**config.mk**
```make
export PLATFORM = sky130hd
export DESIGN_NAME = mem_bus_ctrl
export DESIGN_NICKNAME = d
export VERILOG_FILES = /design/src/rtl/mem_bus_pkg.sv /design/src/rtl/mem_bus_decode.sv /design/src/rtl/mem_bus_ctrl.sv
export SDC_FILE = /design/constraint.sdc
export NUM_CORES = 1
export LEC_CHECK = 0
export BUFFER_PORTS_ARGS = -buffer_cell sky130_fd_sc_hd__buf_2
export CAP_MARGIN = 20
export CORE_UTILIZATION = 45
export DETAILED_ROUTE_END_ITERATION = 8
export MAX_ROUTING_LAYER = met4
export PLACE_DENSITY = 0.75
export RECOVER_POWER = 50
export SYNTH_ARGS = -nofsm -noshare
export SYNTH_HDL_FRONTEND = slang
export SYNTH_SLANG_ARGS = --single-unit
```
**constraint.sdc**
```tcl
create_clock -name Clock -period 2.5 [get_ports Clock]
set_clock_uncertainty 0.15 [all_clocks]
set_input_delay 0.25 -clock Clock [delete_from_list [all_inputs] [get_ports Clock]]
set_output_delay 0.25 -clock Clock [all_outputs]
set_load 0.01 [all_outputs]
```
**src/rtl/mem_bus_pkg.sv**
```systemverilog
// Shared constants for the processor memory-bus controller: FSM state codes,
// region codes and the default address map.
package mem_bus_pkg;

  localparam int unsigned ST_W = 2;
  localparam logic [1:0] ST_IDLE   = 2'd0;
  localparam logic [1:0] ST_ACCESS = 2'd1;
  localparam logic [1:0] ST_WAIT   = 2'd2;
  localparam logic [1:0] ST_RESP   = 2'd3;

  localparam int unsigned RG_W = 3;
  localparam logic [2:0] RG_ROM    = 3'd0;
  localparam logic [2:0] RG_RAM    = 3'd1;
  localparam logic [2:0] RG_IO_LED = 3'd2;
  localparam logic [2:0] RG_IO_SW  = 3'd3;
  localparam logic [2:0] RG_NONE   = 3'd4;

  localparam int unsigned DEF_RAM_BASE = 32'h0000_0100;
  localparam int unsigned DEF_IO_BASE  = 32'h0000_FF00;
  localparam int unsigned IO_LED_OFS   = 0;
  localparam int unsigned IO_SW_OFS    = 1;

  // ROM and RAM are the only regions whose reads go through the memory latency
  function automatic logic is_mem(input logic [2:0] rg);
    return (rg == RG_ROM) || (rg == RG_RAM);
  endfunction

endpackage

```
**src/rtl/mem_bus_decode.sv**
```systemverilog
// Combinational address decoder: region code, local word addresses and a
// legality flag for the access direction.
module mem_bus_decode
  import mem_bus_pkg::*;
#(
  parameter int unsigned ADDR_W   = 16,
  parameter int unsigned ROM_AW   = 8,
  parameter int unsigned RAM_AW   = 8,
  parameter int unsigned RAM_BASE = DEF_RAM_BASE,
  parameter int unsigned IO_BASE  = DEF_IO_BASE
) (
  input  logic [ADDR_W-1:0] addr,
  input  logic              w,
  output logic [RG_W-1:0]   region,
  output logic [ROM_AW-1:0] rom_word,
  output logic [RAM_AW-1:0] ram_word,
  output logic              legal
);

  localparam int unsigned ROM_SIZE = 32'd1 << ROM_AW;
  localparam int unsigned RAM_SIZE = 32'd1 << RAM_AW;

  logic [31:0] a;
  assign a = 32'(addr);

  // Regions never overlap, so the tests are independent rather than prioritised
  always_comb begin
    region = RG_NONE;
    if (a < ROM_SIZE)                                region = RG_ROM;
    if ((a >= RAM_BASE) && (a < RAM_BASE + RAM_SIZE)) region = RG_RAM;
    if (a == IO_BASE + IO_LED_OFS)                   region = RG_IO_LED;
    if (a == IO_BASE + IO_SW_OFS)                    region = RG_IO_SW;
  end

  assign rom_word = ROM_AW'(addr);
  assign ram_word = RAM_AW'(a - RAM_BASE);
  assign legal    = (region != RG_NONE) &&
                    !(w && ((region == RG_ROM) || (region == RG_IO_SW)));

endmodule

```
**src/rtl/mem_bus_ctrl.sv**
```systemverilog
// Memory-bus controller: accepts one processor access at a time, hides the
// memory read latency and returns a single-cycle Ready (with BusErr on illegal).
module mem_bus_ctrl
  import mem_bus_pkg::*;
#(
  parameter int unsigned DATA_W   = 16,
  parameter int unsigned ADDR_W   = 16,
  parameter int unsigned ROM_AW   = 8,
  parameter int unsigned RAM_AW   = 8,
  parameter int unsigned RAM_BASE = DEF_RAM_BASE,
  parameter int unsigned IO_BASE  = DEF_IO_BASE,
  parameter int unsigned READ_LAT = 1
) (
  input  logic              Clock,
  input  logic              Resetn,
  input  logic              Req,
  input  logic              W,
  input  logic [ADDR_W-1:0] Addr,
  input  logic [DATA_W-1:0] DOut,
  output logic [DATA_W-1:0] DIn,
  output logic              Ready,
  output logic              BusErr,
  output logic [ROM_AW-1:0] rom_addr,
  input  logic [DATA_W-1:0] rom_q,
  output logic [RAM_AW-1:0] ram_addr,
  output logic [DATA_W-1:0] ram_data,
  output logic              ram_wren,
  input  logic [DATA_W-1:0] ram_q,
  input  logic [DATA_W-1:0] SW,
  output logic [DATA_W-1:0] LEDR
);

  localparam int unsigned CNT_W    = 3;
  localparam logic        HAS_LAT  = (READ_LAT != 0);
  localparam logic [2:0]  LAT_LOAD = CNT_W'((READ_LAT == 0) ? 0 : READ_LAT - 1);

  logic [ST_W-1:0]   state, state_d;
  logic [RG_W-1:0]   region_q;
  logic              legal_q;
  logic              w_q;
  logic [CNT_W-1:0]  cnt;
  logic [DATA_W-1:0] sw_meta, sw_sync;

  logic [RG_W-1:0]   dec_region;
  logic [ROM_AW-1:0] dec_rom;
  logic [RAM_AW-1:0] dec_ram;
  logic              dec_legal;
  logic              accept;
  logic              mem_rd;

  // Decode the address as it is latched so region and local addresses are
  // registered together and stay stable from ACCESS through RESP.
  mem_bus_decode #(
    .ADDR_W   (ADDR_W),
    .ROM_AW   (ROM_AW),
    .RAM_AW   (RAM_AW),
    .RAM_BASE (RAM_BASE),
    .IO_BASE  (IO_BASE)
  ) u_decode (
    .addr     (Addr),
    .w        (W),
    .region   (dec_region),
    .rom_word (dec_rom),
    .ram_word (dec_ram),
    .legal    (dec_legal)
  );

  assign accept = (state == ST_IDLE) && Req;
  assign mem_rd = legal_q && !w_q && is_mem(region_q);

  always_ff @(posedge Clock or negedge Resetn) begin
    if (!Resetn) state <= ST_IDLE;
    else         state <= state_d;
  end

  always_comb begin
    state_d = state;
    case (state)
      ST_IDLE:   if (Req) state_d = ST_ACCESS;
      ST_ACCESS: state_d = (mem_rd && HAS_LAT) ? ST_WAIT : ST_RESP;
      ST_WAIT:   if (cnt == '0) state_d = ST_RESP;
      ST_RESP:   state_d = ST_IDLE;
      default:   state_d = ST_IDLE;
    endcase
  end

  // Two-flop synchroniser for the asynchronous switches
  always_ff @(posedge Clock or negedge Resetn) begin
    if (!Resetn) begin
      sw_meta <= '0;
      sw_sync <= '0;
    end else begin
      sw_meta <= SW;
      sw_sync <= sw_meta;
    end
  end

  // Access latches and memory-port drive
  always_ff @(posedge Clock or negedge Resetn) begin
    if (!Resetn) begin
      region_q <= RG_NONE;
      legal_q  <= 1'b0;
      w_q      <= 1'b0;
      rom_addr <= '0;
      ram_addr <= '0;
      ram_data <= '0;
      ram_wren <= 1'b0;
    end else begin
      ram_wren <= accept && W && dec_legal && (dec_region == RG_RAM);
      if (accept) begin
        region_q <= dec_region;
        legal_q  <= dec_legal;
        w_q      <= W;
        rom_addr <= dec_rom;
        ram_addr <= dec_ram;
        ram_data <= DOut;
      end
    end
  end

  always_ff @(posedge Clock or negedge Resetn) begin
    if (!Resetn) begin
      cnt <= '0;
    end else if ((state == ST_ACCESS) && (state_d == ST_WAIT)) begin
      cnt <= LAT_LOAD;
    end else if ((state == ST_WAIT) && (cnt != '0)) begin
      cnt <= cnt - CNT_W'(1);
    end
  end

  always_ff @(posedge Clock or negedge Resetn) begin
    if (!Resetn) begin
      LEDR <= '0;
    end else if ((state == ST_ACCESS) && legal_q && w_q && (region_q == RG_IO_LED)) begin
      LEDR <= ram_data;
    end
  end

  // Read-data capture: IO and zero-latency memory at the end of ACCESS,
  // latent memory reads when the WAIT countdown expires.
  always_ff @(posedge Clock or negedge Resetn) begin
    if (!Resetn) begin
      DIn <= '0;
    end else if ((state == ST_ACCESS) && !w_q) begin
      if (!legal_q) begin
        DIn <= '0;
      end else begin
        case (region_q)
          RG_IO_LED: DIn <= LEDR;
          RG_IO_SW:  DIn <= sw_sync;
          RG_ROM:    if (!HAS_LAT) DIn <= rom_q;
          RG_RAM:    if (!HAS_LAT) DIn <= ram_q;
          default:   ;
        endcase
      end
    end else if ((state == ST_WAIT) && (cnt == '0)) begin
      DIn <= (region_q == RG_ROM) ? rom_q : ram_q;
    end
  end

  always_ff @(posedge Clock or negedge Resetn) begin
    if (!Resetn) begin
      Ready  <= 1'b0;
      BusErr <= 1'b0;
    end else begin
      Ready  <= (state_d == ST_RESP);
      BusErr <= (state_d == ST_RESP) && !legal_q;
    end
  end

endmodule

```
After elaboration in Yosys (flattened, before gate mapping). Cells that the tools add are included. W data, S select, Z words.

Register bits: 109. Input port bits: 84. Output and inout port bits: 67.

Add/sub/neg operators: 2. Order comparisons: 3. Equality and inequality tests: 14. Mux-type cells: 15. Reduce and logical (&&, ||, !) cells: 30.

Operators with widths (count): $mux W16 (4); $eq A16 B16 Y1 const B (2); $pmux W16 S2 (1); $mux W3 (6); $logic_and A1 B1 Y1 (17); $ge A16 B9 Y1 const B (1); $lt A16 B10 Y1 const B (1); $lt A16 B9 Y1 const B (1); $eq A3 B2 Y1 const B (3); $logic_not A3 Y1 (3); $eq A2 B2 Y1 const B (4); $pmux W2 S4 (1); $sub A8 B1 Y8 const B (1); $eq A3 B1 Y1 const B (2); $mux W2 (2); $ne A4 B3 Y1 const B (1); $reduce_bool A2 Y1 (2); $logic_not A1 Y1 (3); $ne A3 B3 Y1 const B (1); $reduce_bool A3 Y1 (1); $sub A3 B1 Y3 const B (1); $eq A2 B1 Y1 const B (1); $logic_not A2 Y1 (1); $logic_or A1 B1 Y1 (2); 2 further kinds (2).

Depth between registers and ports, before layout.
Depth after elaboration: 12. Depth in mapped cells: 8. Gate-level depth less buffers: 6.

By module. Synthesis repeated with hierarchy kept, for this count alone.

Cell total of the unflattened synthesis: 309. Area, all modules: 4674.5 um^2.

By module, submodules not included: mem_bus_ctrl (instances 1, cells each 280, area each 4419.2 um^2, seq. area each 2728.9 um^2); mem_bus_decode (instances 1, cells each 29, area each 255.2 um^2, seq. area each 0.0 um^2).

Least setup slack after synthesis. No wires, ideal clock.

Path type: reg2reg. Start point: reg state[1]. End point: reg DIn[10]. Setup time: 0.125 ns. Arrival time: 1.717 ns. Required time: 2.225 ns. Setup slack: 0.508 ns. Stages on the path, launching flop included: 9. Buffers on the path: 2. Clock period less this slack: 1.992 ns. Cell sequence: dfrtp_1 inv_1 ha_1 nor2b_2 buf_6 a31oi_2 a31oi_4 buf_6 mux2_4.

Cells in the longest elaborated chain, start to end: 4.

Ends and longest elaborated chain: from (decl) (line mem_bus_ctrl.sv:37) `logic [ST_W-1:0] state, state_d;`; from (signal assigned) (line mem_bus_ctrl.sv:73) `else state <= state_d;`; $eq A2 B1 Y1 or $eq A2 B2 Y1 (tied branches) (line mem_bus_ctrl.sv:144, mem_bus_ctrl.sv:156); $logic_and A1 B1 Y1, on equally long branches (line mem_bus_ctrl.sv:144, mem_bus_ctrl.sv:156); $ne A4 B3 Y1 (no line) or $reduce_bool A2 Y1 (tied branches); $reduce_and A2 Y1 (no line); to (signal assigned) (line mem_bus_ctrl.sv:150) `RG_IO_SW: DIn <= sw_sync;`; to (signal assigned) (line mem_bus_ctrl.sv:151) `RG_ROM: if (!HAS_LAT) DIn <= rom_q;`; to (signal assigned) (line mem_bus_ctrl.sv:152) `RG_RAM: if (!HAS_LAT) DIn <= ram_q;`; to (decl) (line mem_bus_ctrl.sv:20) `output logic [DATA_W-1:0] DIn,`.

Parallel ways exist; a longest one is shown, timed or not. A chain may end at the register's enable or synchronous reset.

Final worst setup path.
Start point: reg state[1]. End point: reg DIn[4].

The elaborated chain is that of the path after synthesis.

==> results by group <==
STA
  – Relative slew slack: 0.236
  – Final Critical Period: 2.17 ns
  – Worst Max-Slew Pin Slew: 1.15 ns
  – Post-route clock period utilization: 0.868
  – Unrepaired setup endpoints after global routing: no
  – Endpoints failing hold: 0
  – Endpoints failing setup: 0
  – Final hold slack: 0.0219 ns
  – Setup slack after layout: 0.329 ns
  – Fmax achieved: 461 MHz
  – TNS Setup: 0 ns
  – Slew Viols, Final: 0

Setup path
  – Setup crit end kind: flip-flop
  – Setup CP Type: flip-flop to flip-flop
  – Critical path data arrival time: 2.26 ns
  – Worst setup SP type: flip-flop
  – Largest fanout on the critical path: 16
  – Critical Path RT: 2.59 ns

Yosys
  – Synthesized cell area: 4250 um2
  – Register bit count reported by yosys: 101
  – Synthesized net count: 432
  – EDFF count, synth: 0
  – Synth Warn #: 0
  – Mapped Cells: 342
  – Synth cell count leaders: dfrtp_1 (100), nand2_1 (86), mux2i_1 (32)
  – Synth Flop Type: dfrtp_1
  – Yosys cell types: 43
  – Register area share after synthesis: 0.594
  – Synth area leaders: dfrtp_1 (59%), nand2_1 (7.6%), mux2i_1 (7.5%)
  – Mapped Avg Cell Area: 12.4 um2
  – Count leader, synth: dfrtp_1
  – Yosys top cell area share: 0.588
  – Leading area contributor after synthesis: dfrtp_1
  – Async SR Flop Fraction: 1.00

Placement
  – DP Wirelength: 7.13 mm
  – Dpl cell area: 5090 um2
  – Worst slack at placement: 0.330 ns
  – GP Congestion: 0.825
  – Input/output buffers: 150
  – Cell count after placement: 592

Finish
  – Multi-input combinational cell area: 1540 um2
  – Final Non-Filler Cells: 649
  – Number of diodes: 0
  – Final nets: 623
  – Final core utilization: 0.609
  – Finished Cell Area: 5600 um2
  – Area growth from synthesis to layout: 31.6%
  – Fill cells: 758
  – Share of post-route cells with drive strength above 1: 0.301
  – Register cell area after layout: 2530 um2

Power and ir drop
  – Clock power frac: 0.170
  – Comb pwr share: 0.395
  – Internal power: 3.43 mW
  – Total Power: 5.47 mW
  – Sw Pwr: 2.04 mW
  – Sequential share of power: 0.435
  – PwrDens: 977 nW/um2
  – Switch share: 0.372
  – Peak supply drop: 0.000543 V
  – LEAKAGE: 2.85 nW

Global route
  – Overall routing resource usage: 0.221
  – Initial antenna violation count: 0
  – Largest net degree at the start of global routing: 48
  – Vias in the first global route: 3,290
  – First-pass GRT wire length: 16.2 mm
  – Gr ovfl total: 0

Floorplan
  – Row cnt: 35
  – Core area: 9200 um2
  – Die width: 99.2 um
  – IO Pins: 151
  – DIE AREA: 9850 um2
  – Starting Density: 0.463
  – Die Ht: 99.2 um

Clock tree
  – Clock buffer depth: 2
  – TritonCTS Sinks: 101
  – CTS H-Tree Depth: 3
  – CTS tree: yes
  – CTS Buf Count: 9
  – Clk slew on worst S/H paths: 0.09 ns
  – Root Driver: clkbuf_8
  – Clock Latency Late Sink: 0.35 ns

Flow run
  – Max-cap viol count: 0

Routing
  – First-pass DRT Iterations: 4
  – Initial drt markers: 92
  – WL final: 10.2 mm
  – Remaining DRCs: 0
  – Routed len/inst: 15.7 um
  – Final ANT Viol Nets: 0
  – Avg Vias per Cell: 4.96
  – Routed via count: 3,222

Worst hold path
  – Worst min path class: input port to flip-flop

Outcome
  – Status: complete, no violations
## power groups by stage
| stage | sequential, mW | clock (mW) | combinational [mW] |
|---|---|---|---|
| finish | 2.38 | 0.931 | 2.16 |
| global route | 2.44 | 1.02 | 2.37 |
| CTS | 2.37 | 0.951 | 2.25 |
| detailed placement | 2.40 | 0 | 2.20 |
| global placement | 2.38 | 0 | 2.11 |
| floorplan | 2.50 | 0 | 1.38 |
## sequential cells by signal, indices dropped and copies added (netlist names), 2 cells and up
signal and count:
ram_addr 8, ram_data 16, state 2, DIn 16
sw_meta 16, cnt 3, sw_sync 16, LEDR 16
region_q 3
## cell usage in the layout, fill, tap and decap left out, types with 7 or more instances in the layout
master and count:
buf_2 101, dfrtp_1 100, nand2_1 86, clkbuf_1 49, dlygate4sd3_1 41, mux2i_1 32
o22ai_1 17, mux2_2 12, mux2_1 10, mux2_4 10, clkbuf_8 9, buf_4 8
inv_1 7
## per-layer routing
layer | vias up | share of wire | track usage
met5 | - | 0 | -
met4 | 0 | 0.019 | 0.0758
met3 | 15 | 0.039 | 0.0365
met2 | 104 | 0.51 | 0.370
met1 | 1565 | 0.43 | 0.273
li1 | 1538 | - | -
## kinds of logic after synthesis
family	synth area share
AOI/OAI and AO/OA	0.0423
xor gates and xnor gates	0.00206
adders and majority gates	0.0176
buffers and inverters	0.0432
DFF	0.594
muxes	0.169
and+or+nand+nor	0.131
## critical path: stages, from the launching register on
cell,delay [ns]
dfrtp_1,0.39
inv_1,0.10
ha_1,0.22
nor2b_2,0.29
a31oi_2,0.08
a31oi_4,0.14
buf_4,0.30
mux2_2,0.38
## final cells by class
type                    instances  area share
clock buffers                  10      0.0228
flip-flops and latches        101       0.452
inverters                       7     0.00469
repair buffers                201       0.212
multi-input cells             213       0.275
well taps                     111      0.0248
clock inverters                 6     0.00849
## path summary, 6_finish.rpt
check	from	end	slack (ns)	cells past startpoint
setup / recovery	state[1]	DIn[4]	0.33	7
hold / removal	Addr[8]	ram_wren	0.02	3
setup reg to reg	state[1]	DIn[4]	0.33	7
hold reg to reg	sw_meta[1]	sw_sync[1]	0.20	0
max in group asynchronous	Resetn	sw_sync[14]	0.45	3
min in group asynchronous	Resetn	DIn[14]	0.51	2
## repair_timing
| action | in CTS | in global routing |
|---|---|---|
| hold buffers | 41 | 0 |
| setup buffers | 0 | 0 |
| resized for setup | 0 | 0 |
| endpoints found under the hold margin | 85 | 0 |
(Power assumes the default switching activity.)
